$ cat config.mk
export PLATFORM = sky130hd
export DESIGN_NAME = uart_rx_parser
export DESIGN_NICKNAME = d
export VERILOG_FILES = /design/src/rtl/uart_rx_parser_pkg.sv /design/src/rtl/uart_rx_parser_ascii_hex_decode.sv /design/src/rtl/uart_rx_parser.sv
export SDC_FILE = /design/constraint.sdc
export NUM_CORES = 1
export LEC_CHECK = 0
export CAP_MARGIN = 20
export CORE_ASPECT_RATIO = 0.5
export CORE_MARGIN = 2
export CORE_UTILIZATION = 55
export CTS_CLUSTER_DIAMETER = 50
export DETAILED_ROUTE_END_ITERATION = 6
export GPL_TIMING_DRIVEN = 0
export PLACE_DENSITY = 0.89
export SETUP_SLACK_MARGIN = 0.4
export SYNTH_ARGS = -nofsm -noshare
export SYNTH_HDL_FRONTEND = slang
export SYNTH_HIERARCHICAL = 1
export SYNTH_SLANG_ARGS = --single-unit
$ cat constraint.sdc
create_clock -name clk -period 3.2 [get_ports clk]
set_clock_uncertainty 0.05 [all_clocks]
set_input_delay 0.32 -clock clk [delete_from_list [all_inputs] [get_ports clk]]
set_output_delay 0.32 -clock clk [all_outputs]
set_load 0.01 [all_outputs]
$ cat src/rtl/uart_rx_parser_pkg.sv
// uart_rx_parser_pkg: shared state encodings and constants for the packet parser
package uart_rx_parser_pkg;
  localparam int TIMEOUT_W = 24;
  localparam logic [7:0] START_CHAR_DEFAULT = 8'h4C;
  typedef enum logic [2:0] {
    IDLE,
    READ_COMMAND,
    READ_ADDRESS,
    READ_DATA,
    WAIT_MASTER
  } state_t;
endpackage

$ cat src/rtl/uart_rx_parser_ascii_hex_decode.sv
// ascii_hex_decode: maps an ASCII hex digit (either case) to its 4-bit value
module ascii_hex_decode (
  input  logic [7:0] ascii,
  output logic [3:0] nibble,
  output logic       valid
);
  logic [7:0] lower;
  logic       digit;
  logic       alpha;
  assign lower  = ascii | 8'h20;
  assign digit  = ascii >= 8'h30 && ascii <= 8'h39;
  assign alpha  = lower >= 8'h61 && lower <= 8'h66;
  assign valid  = digit | alpha;
  assign nibble = digit ? ascii[3:0] : alpha ? ascii[3:0] + 4'd9 : 4'd0;
endmodule

$ cat src/rtl/uart_rx_parser.sv
// uart_rx_parser: assembles hex-encoded command packets from a uart byte stream
module uart_rx_parser
  import uart_rx_parser_pkg::*;
#(
  parameter logic [TIMEOUT_W-1:0] TIMEOUT_CYCLES = 24'd5_000_000,
  parameter logic [7:0]           START_CHAR     = START_CHAR_DEFAULT
) (
  input  logic        clk,
  input  logic        rst,
  input  logic        received,
  input  logic [7:0]  rx_byte,
  input  logic        rx_error,
  input  logic        master_ready,
  output logic        ih_ready,
  output logic [31:0] in_command,
  output logic [31:0] in_address,
  output logic [31:0] in_data,
  output logic        parse_error,
  output logic        busy
);
  state_t               state, state_n;
  logic [2:0]           cnt, cnt_n;
  logic [TIMEOUT_W-1:0] timer;
  logic [31:0]          cmd_sr, addr_sr, data_sr;
  logic [31:0]          cmd_n, addr_n, data_n;
  logic [3:0]           nib;
  logic                 digit_ok;
  logic                 reading;
  logic                 timeout;
  logic                 last;
  logic                 abort;
  logic                 fire;

  ascii_hex_decode u_dec (
    .ascii  (rx_byte),
    .nibble (nib),
    .valid  (digit_ok)
  );

  assign reading     = state inside {READ_COMMAND, READ_ADDRESS, READ_DATA};
  assign timeout     = reading && !received && timer == TIMEOUT_CYCLES - 1'b1;
  assign last        = cnt == 3'd7;
  assign busy        = state != IDLE;
  assign parse_error = abort && !rst;

  // next state, shifted words, and the abort/complete decisions for this cycle
  always_comb begin
    state_n = state;
    cnt_n   = cnt;
    cmd_n   = cmd_sr;
    addr_n  = addr_sr;
    data_n  = data_sr;
    abort   = 1'b0;
    fire    = 1'b0;
    case (state)
      IDLE: begin
        if (received && !rx_error && rx_byte == START_CHAR) begin
          state_n = READ_COMMAND;
          cnt_n   = 3'd0;
        end
      end
      READ_COMMAND, READ_ADDRESS, READ_DATA: begin
        abort = rx_error || timeout || (received && !digit_ok);
        if (abort) state_n = IDLE;
        else if (received) begin
          cnt_n  = cnt + 3'd1;
          cmd_n  = state == READ_COMMAND ? {cmd_sr[27:0], nib} : cmd_sr;
          addr_n = state == READ_ADDRESS ? {addr_sr[27:0], nib} : addr_sr;
          data_n = state == READ_DATA ? {data_sr[27:0], nib} : data_sr;
          fire   = last && state == READ_DATA && master_ready;
          if (last) state_n = state == READ_COMMAND ? READ_ADDRESS :
                              state == READ_ADDRESS ? READ_DATA :
                              fire ? IDLE : WAIT_MASTER;
        end
      end
      WAIT_MASTER: begin
        abort   = rx_error || received;
        fire    = !abort && master_ready;
        state_n = (rx_error || fire) ? IDLE : WAIT_MASTER;
      end
      default: state_n = IDLE;
    endcase
  end

  // state, counters, shift registers and the registered handoff to the master
  always_ff @(posedge clk) begin
    if (rst) begin
      state      <= IDLE;
      cnt        <= 3'd0;
      timer      <= '0;
      cmd_sr     <= '0;
      addr_sr    <= '0;
      data_sr    <= '0;
      ih_ready   <= 1'b0;
      in_command <= '0;
      in_address <= '0;
      in_data    <= '0;
    end else begin
      state    <= state_n;
      cnt      <= cnt_n;
      timer    <= (received || !reading) ? '0 : timer + 1'b1;
      cmd_sr   <= cmd_n;
      addr_sr  <= addr_n;
      data_sr  <= data_n;
      ih_ready <= fire;
      if (fire) begin
        in_command <= cmd_n;
        in_address <= addr_n;
        in_data    <= data_n;
      end
    end
  end
endmodule
==> results of run 1 <==
sequential cells by signal (all words and copies together) (netlist names):
signal / cells
timer: 24
ih_ready: 1
in_address: 32
state: 3
cmd_sr: 32
addr_sr: 32
data_sr: 32
in_command: 32
cnt: 3
in_data: 32
logic make-up after synthesis:
logic type                 after synthesis  share of synthesized area [%]
DFF                                    223                          51.25
buffers and inverters                   70                          4.410
adders and majority gates                6                         0.8618
xor gates and xnor gates                19                          1.910
AOI/OAI and AO/OA                      130                          15.51
muxes                                   98                          11.29
and+or+nand+nor                        295                          14.77
cells in the mapped netlist, drive strengths merged (2+ instances only):
library cell,number
a2111oi,3
mux2i,96
nand2,14
or2,3
nor2,221
xor2,4
a21boi,3
a311oi,2
buf,33
o21ai,4
and3,3
dfxtp,223
and4,4
mux2,2
o21bai,3
clkbuf,27
nor3,9
and2,5
nor2b,7
a22o,4
nor4b,2
nor4,7
inv,10
xnor2,15
a211o,2
a211oi,97
a21oi,5
or3,3
nand3,4
or4b,2
nand4,5
ha,6
where the power goes:
group / internal, mW / switching [mW] / total [mW]
registers: 2.78 / 0.00173 / 2.78
clock network: 1.26 / 1.01 / 2.28
logic: 0.0463 / 0.106 / 0.153
routing by layer:
layer / track usage [%] / part of all wire, % / vias up
met3: 4.206 / 4.3 / 42
met2: 42.53 / 49 / 167
met5: 0 / 0 / -
li1: - / - / 3188
met1: 30.03 / 44 / 3219
met4: 8.737 / 2.3 / 0
area by class of cell:
class	count	area [µm²]	share of cell area (%)
Sequential cell	223	4464	41.26
Multi-Input combinational cell	548	3955	36.55
Timing Repair Buffer	114	1125	10.40
Clock buffer	26	533.0	4.926
Buffer	60	371.6	3.434
Tap cell	204	255.2	2.359
Clock inverter	7	78.83	0.7285
Inverter	10	37.54	0.3469
tightest hold or removal path: stages:
cell	delay (ns)
dlymetal6s2s_1	0.13
nor4b_1	0.08
nand4_1	0.11
a22oi_2	0.09
a21boi_0	0.12
final timing paths:
check / from / end / slack (ns) / depth (start not counted)
worst min register to register: timer[0] / timer[0] / 0.43 / 1
worst min-delay path: rx_byte[4] / state[2] / 0.36 / 5
worst max register to register: state[1] / in_data[24] / 0.92 / 6
worst max-delay path: rx_byte[3] / in_data[24] / 0.44 / 9
metrics by stage:
step | utilization [%] | setup WS (ns)
after floorplan | - | 0.4611
after global placement | 65.14 | -0.4784
after detailed placement | 65.14 | -0.5571
after CTS | 69.54 | 0.3394
after global routing | 70.01 | 0.3307
final | 70.01 | 0.4405
what timing repair did:
item | CTS | global route
setup buffers | 3 | 1
gates resized for setup | 20 | 19
setup endpoints to repair | 183 | 128
pin swaps | 4 | 5
==> run_results.csv, run 1 <==
group,metric,value,unit
power_and_ir_drop,vdd_drop_max,0.3000,mV
power_and_ir_drop,power.density,481.4,nW/µm²
routing,avgViaCountPerCell,5.550,
clock_tree,cts_made_buffers,20,
clock_tree,hold_buffers,0,
final_layout,area_delta_synth_final,24.22,%
timing,hold_viol,0,
logic_synthesis,synth-seq-cells,223,
logic_synthesis,synthesis.area,8711,µm²
place,port_buffers,110,
critical_path,critPathCaptureType,"flip-flop",
routing,drc,0,
logic_synthesis,synth_area_leaders,"dfxtp_1 (51%), mux2i_1 (11%), a211oi_2 (10%)",
power_and_ir_drop,p_total,5.209,mW
logic_synthesis,synthCells,841,
timing,setup_tns,0,ns
logic_synthesis,synthArstFlopShare,0,%
critical_path,startpoint_type,"input pin",
floorplan,ioPinCount,112,
timing,finalCritPeriodShare,86.24,%
global_route,grt_antenna_before_repair,0,
final_layout,nets,996,
global_route,overflow,0,
clock_tree,cts.sinks,223,
critical_path,crit_fanout,10,
critical_path,cp_top_family,"simple AND/OR/NAND/NOR gates",
final_layout,layout_commonest_cell,"dfxtp_1",
critical_path,required,3.48,ns
timing,setup_viol,0,
clock_tree,path_clk_slew,0.06,ns
clock_tree,cts_max_level,1,
final_layout,nFillCells,1028,
logic_synthesis,yosysTopAreaCell,"dfxtp_1",
routing,final_antenna_net_count,0,
final_layout,instances_no_fill,1192,
floorplan,die-area,16920,µm²
logic_synthesis,ys.flop_type,"dfxtp_1",
worst_hold_path,min_path_type,"input pin to flip-flop",
place,placed_area,10070,µm²
clock_tree,insertion_delay,0.50,ns
global_route,grt_pass1_wl,33240,µm
critical_path,path_cells,"dlygate4sd2_1 > or4b_4 > a311oi_4 > or2_4 > nand4bb_4 > nor2_2 > buf_2 > mux2i_1 > a211oi_2",
timing,tightestPinTransition,0.7507,ns
power_and_ir_drop,p_leak,4.001,nW
global_route,grt_start_max_net_pins,16,
routing,drt-total-wl,20520,µm
final_layout,diodes,0,
final_layout,layout-drive-gt1-share,16.60,%
routing,drt-initial-drc-count,396,
floorplan,coreArea,15450,µm²
timing,slew_headroom,49.95,%
job,drv_cap,0,
timing,fmax,0.3624,GHz
routing,dr.pass1.iters,5,
critical_path,slowest_stage,"or4b_4",
global_route,grtUsageTotal,24.09,%
timing,rsz0062_at_grt,"true",
final_layout,layout_common_cells,"dfxtp_1 (223), nor2_1 (219), clkdlybuf4s50_1 (102), mux2i_1 (90), a211oi_2 (73)",
logic_synthesis,synth_top_area_share,51.25,%
logic_synthesis,synth_cell_types,53,
clock_tree,root_buffer,"clkbuf_16",
floorplan,die_w,182.0,µm
place,gp_congestion,0.8032,
clock_tree,cts_buffer_depth,3,
critical_path,cp.arrival,3.04,ns
final_layout,stdcell_area,10820,µm²
timing,drv_slew,0,
critical_path,path_class,"input pin to flip-flop",
critical_path,cp.buffers_inverters,2,
global_route,grt_pass1_vias,6775,
clock_tree,tritoncts,"done",
logic_synthesis,synth_area_per_cell,10.36,µm²
critical_path,slowest_delay,0.57,ns
place,dp.cells,1155,
timing,min_period,2.760,ns
place,dpl.hpwl,13910,µm
floorplan,fp.dieH,92.99,µm
logic_synthesis,yosysSeqAreaShare,51.25,%
routing,post_drt_wl_per_cell,17.21,µm
logic_synthesis,synth_edf_count,0,
timing,whs,0.3629,ns
logic_synthesis,synth.net_count,860,
logic_synthesis,synth_warnings,6,
floorplan,row_count,32,
outcome,run_status,"finished clean",
routing,dr_total_vias,6616,
floorplan,initial_core_util,56.36,%
Power figures use the tool's default switching activity.
==> run 2: changes to the inputs <==
- CORE_UTILIZATION: 55 -> 50
- PLACE_DENSITY: 0.89 -> 0.83
==> run 2 against run 1 <==
Compared with the run above: sequential power is essentially flat; sequential share of layout area down 0.94 points; register-to-register slack better by 0.12 ns; clock power rose by 18%; combinational power about the same.
==> run_results.csv, run 2 (synthesized netlist as in run 1, its figures left out) <==
group,metric,value,unit
timing,slew_headroom,50.99,%
final_layout,layout_common_cells,"dfxtp_1 (223), nor2_1 (219), clkdlybuf4s50_1 (102), a211oi_2 (73), mux2i_1 (69)",
timing,fmax,0.3633,GHz
floorplan,row_count,34,
routing,post_drt_wl_per_cell,17.06,µm
clock_tree,cts_buffer_depth,3,
global_route,grt_pass1_wl,33480,µm
floorplan,ioPinCount,112,
final_layout,diodes,0,
floorplan,die_w,190.7,µm
global_route,grtUsageTotal,21.89,%
clock_tree,cts_max_level,1,
critical_path,path_cells,"dlygate4sd2_1 > or4b_4 > a311oi_4 > or2_4 > buf_4 > buf_4 > and3b_1 > nand3b_1 > buf_2 > buf_6 > mux2i_2 > a211oi_2",
routing,avgViaCountPerCell,5.440,
timing,finalCritPeriodShare,86.01,%
outcome,run_status,"finished clean",
timing,tightestPinTransition,0.7352,ns
critical_path,cp_top_family,"simple AND/OR/NAND/NOR gates",
clock_tree,tritoncts,"done",
floorplan,die-area,18560,µm²
final_layout,nFillCells,1256,
final_layout,area_delta_synth_final,27.12,%
global_route,busiest_layer,"met2",
worst_hold_path,min_path_type,"input pin to flip-flop",
critical_path,cp.buffers_inverters,5,
critical_path,slowest_stage,"or4b_4",
timing,setup_ws,0.4475,ns
routing,drt-total-wl,20910,µm
critical_path,cp.arrival,3.05,ns
place,place_ws,-0.6160,ns
global_route,grt_start_max_net_pins,17,
critical_path,crit_fanout,10,
clock_tree,cts_made_buffers,21,
final_layout,nets,997,
critical_path,crit_path_frequent_cell,"buf_4",
critical_path,critPathCaptureType,"flip-flop",
routing,dr.pass1.iters,5,
power_and_ir_drop,power.density,506.8,nW/µm²
global_route,grt_pass1_vias,6766,
floorplan,fp.dieH,97.33,µm
global_route,use_met1,27.80,%
timing,hold_viol,0,
global_route,overflow,0,
routing,final_antenna_net_count,0,
routing,drc,0,
power_and_ir_drop,vdd_drop_max,0.3208,mV
clock_tree,insertion_delay,0.49,ns
timing,min_period,2.752,ns
power_and_ir_drop,p_leak,3.964,nW
routing,drt-initial-drc-count,394,
clock_tree,path_clk_slew,0.07,ns
critical_path,startpoint_type,"input pin",
critical_path,slowest_delay,0.57,ns
place,gp_congestion,0.9165,
critical_path,path_class,"input pin to flip-flop",
place,dpl.hpwl,14000,µm
final_layout,layout_commonest_cell,"dfxtp_1",
critical_path,required,3.50,ns
floorplan,coreArea,17230,µm²
job,drv_cap,0,
floorplan,initial_core_util,50.56,%
timing,rsz0062_at_grt,"false",
routing,dr_total_vias,6670,
clock_tree,cts.sinks,223,
clock_tree,root_buffer,"clkbuf_16",
timing,whs,0.3520,ns
final_layout,layout-drive-gt1-share,19.35,%
global_route,grt_util_met3,3.864,%
timing,setup_viol,0,
timing,drv_slew,0,
global_route,met2_usage,38.15,%
global_route,grt_antenna_before_repair,0,
place,port_buffers,110,
-- run 2: layout make-up --
class | instances | area (µm²) | area share, %
repair buffers | 114 | 1119 | 10.10
clock buffers | 29 | 615.6 | 5.559
plain buffers | 60 | 380.4 | 3.435
flip-flops and latches | 223 | 4464 | 40.32
multi-input cells | 548 | 4034 | 36.43
well taps | 234 | 292.8 | 2.644
clock inverters | 8 | 130.1 | 1.175
inverters | 10 | 37.54 | 0.3390
-- run 2: metrics by stage --
step / total power, mW / setup TNS, ns / instance area (µm²) / utilization [%] / instances
floorplan: 2.929 / 0 / 8711 / - / 841
global placement: 2.980 / -52.24 / 10100 / 58.65 / 1185
detailed placement: 2.984 / -74.97 / 10100 / 58.65 / 1185
CTS: 5.607 / 0 / 10920 / 63.40 / 1225
global route: 5.739 / 0 / 11070 / 64.27 / 1226
finish: 5.612 / 0 / 11070 / 64.27 / 1226
-- run 2: what timing repair did --
item	4_1_cts	5_1_grt
endpoints found under the hold margin	0	0
pin swaps	5	6
resized for setup	22	49
hold buffers	0	0
buffers inserted	3	1
setup endpoints to repair	183	153
-- run 2: worst paths after layout --
path / slack [ns] / to / cells after the start / startpoint
worst max-delay path: 0.45 / in_address[10] / 12 / rx_byte[3]
worst min-delay path: 0.35 / state[0] / 3 / rst
worst max register to register: 1.04 / in_command[29] / 9 / state[2]
worst min register to register: 0.38 / timer[0] / 1 / timer[0]
-- run 2: tightest hold or removal path, stage by stage --
cell and delay, ns:
clkbuf_1 0.22, nor2b_1 0.17, mux2_2 0.15
-- run 2: routing by layer --
metal	share of wire [%]	wire length (µm)
met5	0	0
met4	2.4	501
met3	4.3	899
met2	49	10330
met1	44	9178
-- run 2: report_power, final --
group / total (mW) / leakage (nW) / internal, mW / switching [mW]
clock network: 2.68 / 0.361 / 1.60 / 1.08
logic: 0.153 / 1.81 / 0.0460 / 0.107
registers: 2.78 / 1.80 / 2.78 / 0.00192
total: 5.61 / 3.96 / 4.42 / 1.19
==> run 3: changes to the inputs <==
- CELL_PAD_IN_SITES_DETAIL_PLACEMENT: unset -> 1
- CELL_PAD_IN_SITES_GLOBAL_PLACEMENT: unset -> 2
- CORE_UTILIZATION: 50 -> 35
- PLACE_DENSITY: 0.83 -> 0.88
==> run 3 against run 2 <==
Compared with the run above: total power is 0.43% lower; register-to-register slack worse by 0.05 ns; clock-buffer cell count down 1; worst hold slack improved by 0.018 ns; via count shrank 2.0%; highest routed layer unchanged; largest cell class unchanged; first-iteration DRC count decreased by 31%; core utilization down 18 points.
==> run_results.csv, run 3 (synthesized netlist as in run 1, its figures left out) <==
group,metric,value,unit
worst_hold_path,holdPathEnd,"state[2]",
timing,setup_ws,0.5458,ns
power_and_ir_drop,p_total,5.587,mW
global_route,grt_pass1_vias,7117,
critical_path,required,2.83,ns
final_layout,nets,1006,
timing,min_period,2.654,ns
place,gp_congestion,0.8424,
clock_tree,tritoncts,"done",
floorplan,fp.dieH,115.6,µm
clock_tree,cts_buffer_depth,3,
clock_tree,insertion_delay,0.51,ns
final_layout,layout-drive-gt1-share,17.42,%
routing,drt-initial-drc-count,271,
final_layout,layout_common_cells,"dfxtp_1 (223), nor2_1 (219), clkdlybuf4s50_1 (102), mux2i_1 (96), a211oi_2 (73)",
global_route,overflow,0,
critical_path,cp_top_family,"simple AND/OR/NAND/NOR gates",
critical_path,r2r_cells,8,
outcome,run_status,"finished clean",
routing,dr_total_vias,6534,
floorplan,initial_core_util,35.96,%
job,drv_cap,0,
critical_path,slowest_stage,"or3b_2",
clock_tree,cts_made_buffers,22,
critical_path,cp.buffers_inverters,2,
timing,hold_viol,0,
floorplan,row_count,40,
critical_path,crit_fanout,10,
timing,whs,0.3701,ns
routing,post_drt_wl_per_cell,17.14,µm
timing,fmax,0.3768,GHz
worst_hold_path,whs_path_depth,5,
worst_hold_path,min_path_type,"input pin to flip-flop",
final_layout,layout_commonest_cell,"dfxtp_1",
global_route,grt_antenna_before_repair,0,
global_route,grtUsageTotal,17.60,%
power_and_ir_drop,vdd_drop_max,0.3274,mV
timing,finalCritPeriodShare,82.94,%
floorplan,coreArea,24220,µm²
critical_path,slowest_delay,0.50,ns
critical_path,reg2reg_from,"state[0]",
critical_path,crit_cells,7,
worst_hold_path,hold_start,"rx_byte[7]",
clock_tree,cts_max_level,1,
critical_path,path_class,"flip-flop to primary output",
critical_path,worstReg2RegEnd,"in_data[30]",
power_and_ir_drop,power.density,500.7,nW/µm²
routing,avgViaCountPerCell,4.894,
final_layout,multi_input_area,3946,µm²
critical_path,startpoint_type,"flip-flop",
critical_path,r2r_slack,0.99,ns
place,port_buffers,110,
power_and_ir_drop,p_leak,4.153,nW
routing,final_antenna_net_count,0,
floorplan,die_w,227.1,µm
routing,dr.pass1.iters,6,
floorplan,die-area,26240,µm²
critical_path,critPathCaptureType,"primary output",
floorplan,ioPinCount,112,
place,place_ws,-0.6974,ns
timing,drv_slew,0,
final_layout,diodes,0,
timing,setup_viol,0,
critical_path,path_cells,"buf_4 > or3b_2 > nor4_4 > and3_1 > o21bai_1 > a21oi_1 > buf_2",
clock_tree,cts.sinks,223,
global_route,grt_start_max_net_pins,16,
final_layout,area_delta_synth_final,28.11,%
timing,tightestPinTransition,0.7366,ns
critical_path,cp.arrival,2.28,ns
routing,drc,0,
timing,rsz0062_at_grt,"false",
global_route,grt_pass1_wl,37320,µm
clock_tree,path_clk_slew,0.07,ns
final_layout,nFillCells,2670,
final_layout,area.sequential,4464,µm²
routing,drt-total-wl,22880,µm
clock_tree,root_buffer,"clkbuf_16",
timing,slew_headroom,50.89,%
place,dpl.hpwl,16250,µm
-- run 3: what timing repair did --
| action | in CTS | in global routing |
|---|---|---|
| pin swaps | 4 | 6 |
| buffers inserted | 10 | 2 |
| setup endpoints to repair | 190 | 151 |
| endpoints found under the hold margin | 0 | 0 |
| resized for setup | 24 | 24 |
| hold buffers | 0 | 0 |
-- run 3: final cells by class --
class / instances / area share (%)
timing repair buffer: 122 / 10.48
tap: 336 / 3.767
sequential: 223 / 40.00
inverter: 10 / 0.3364
multi-input combinational: 548 / 35.36
clock buffer: 28 / 5.314
clock inverter: 8 / 1.222
buffer: 60 / 3.509
-- run 3: through the flow --
stage	instance area, µm²	setup TNS, ns	cells	utilization [%]
finish	11160	0	1335	46.07
global route	11160	0	1335	46.07
CTS	11080	0	1333	45.75
detailed placement	10230	-93.30	1287	42.24
global placement	10230	-81.70	1287	42.24
floorplan	8711	0	841	-
-- run 3: worst max-delay path by stage --
| stage | from | endpoint | slack (ns) |
|---|---|---|---|
| after floorplan | rx_byte[4] | in_address[0] | 0.46 |
| after global placement | rx_byte[0] | in_data[27] | -0.63 |
| after detailed placement | rx_byte[1] | in_data[27] | -0.70 |
| after CTS | rx_byte[4] | in_data[30] | 0.37 |
| after global routing | state[2] | parse_error | 0.43 |
| final | state[2] | parse_error | 0.55 |
-- run 3: per-layer routing --
| metal | wire length [µm] | track usage, % |
|---|---|---|
| met5 | 0 | 0 |
| met4 | 316 | 3.791 |
| met3 | 554 | 2.662 |
| met2 | 11280 | 31.50 |
| met1 | 10730 | 22.64 |
-- run 3: report_power, final --
group | internal [mW] | leakage (nW) | switching (mW)
Combinational | 0.0493 | 2.01 | 0.110
Clock | 1.56 | 0.352 | 1.09
Sequential | 2.78 | 1.80 | 0.00154
-- run 3: worst register-to-register path: cells and delay by family (launching register included) --
kind            cells  cell delay, ns
flops               1            0.33
simple gates        2            0.38
buf+inv             4            0.97
compound gates      2            0.31
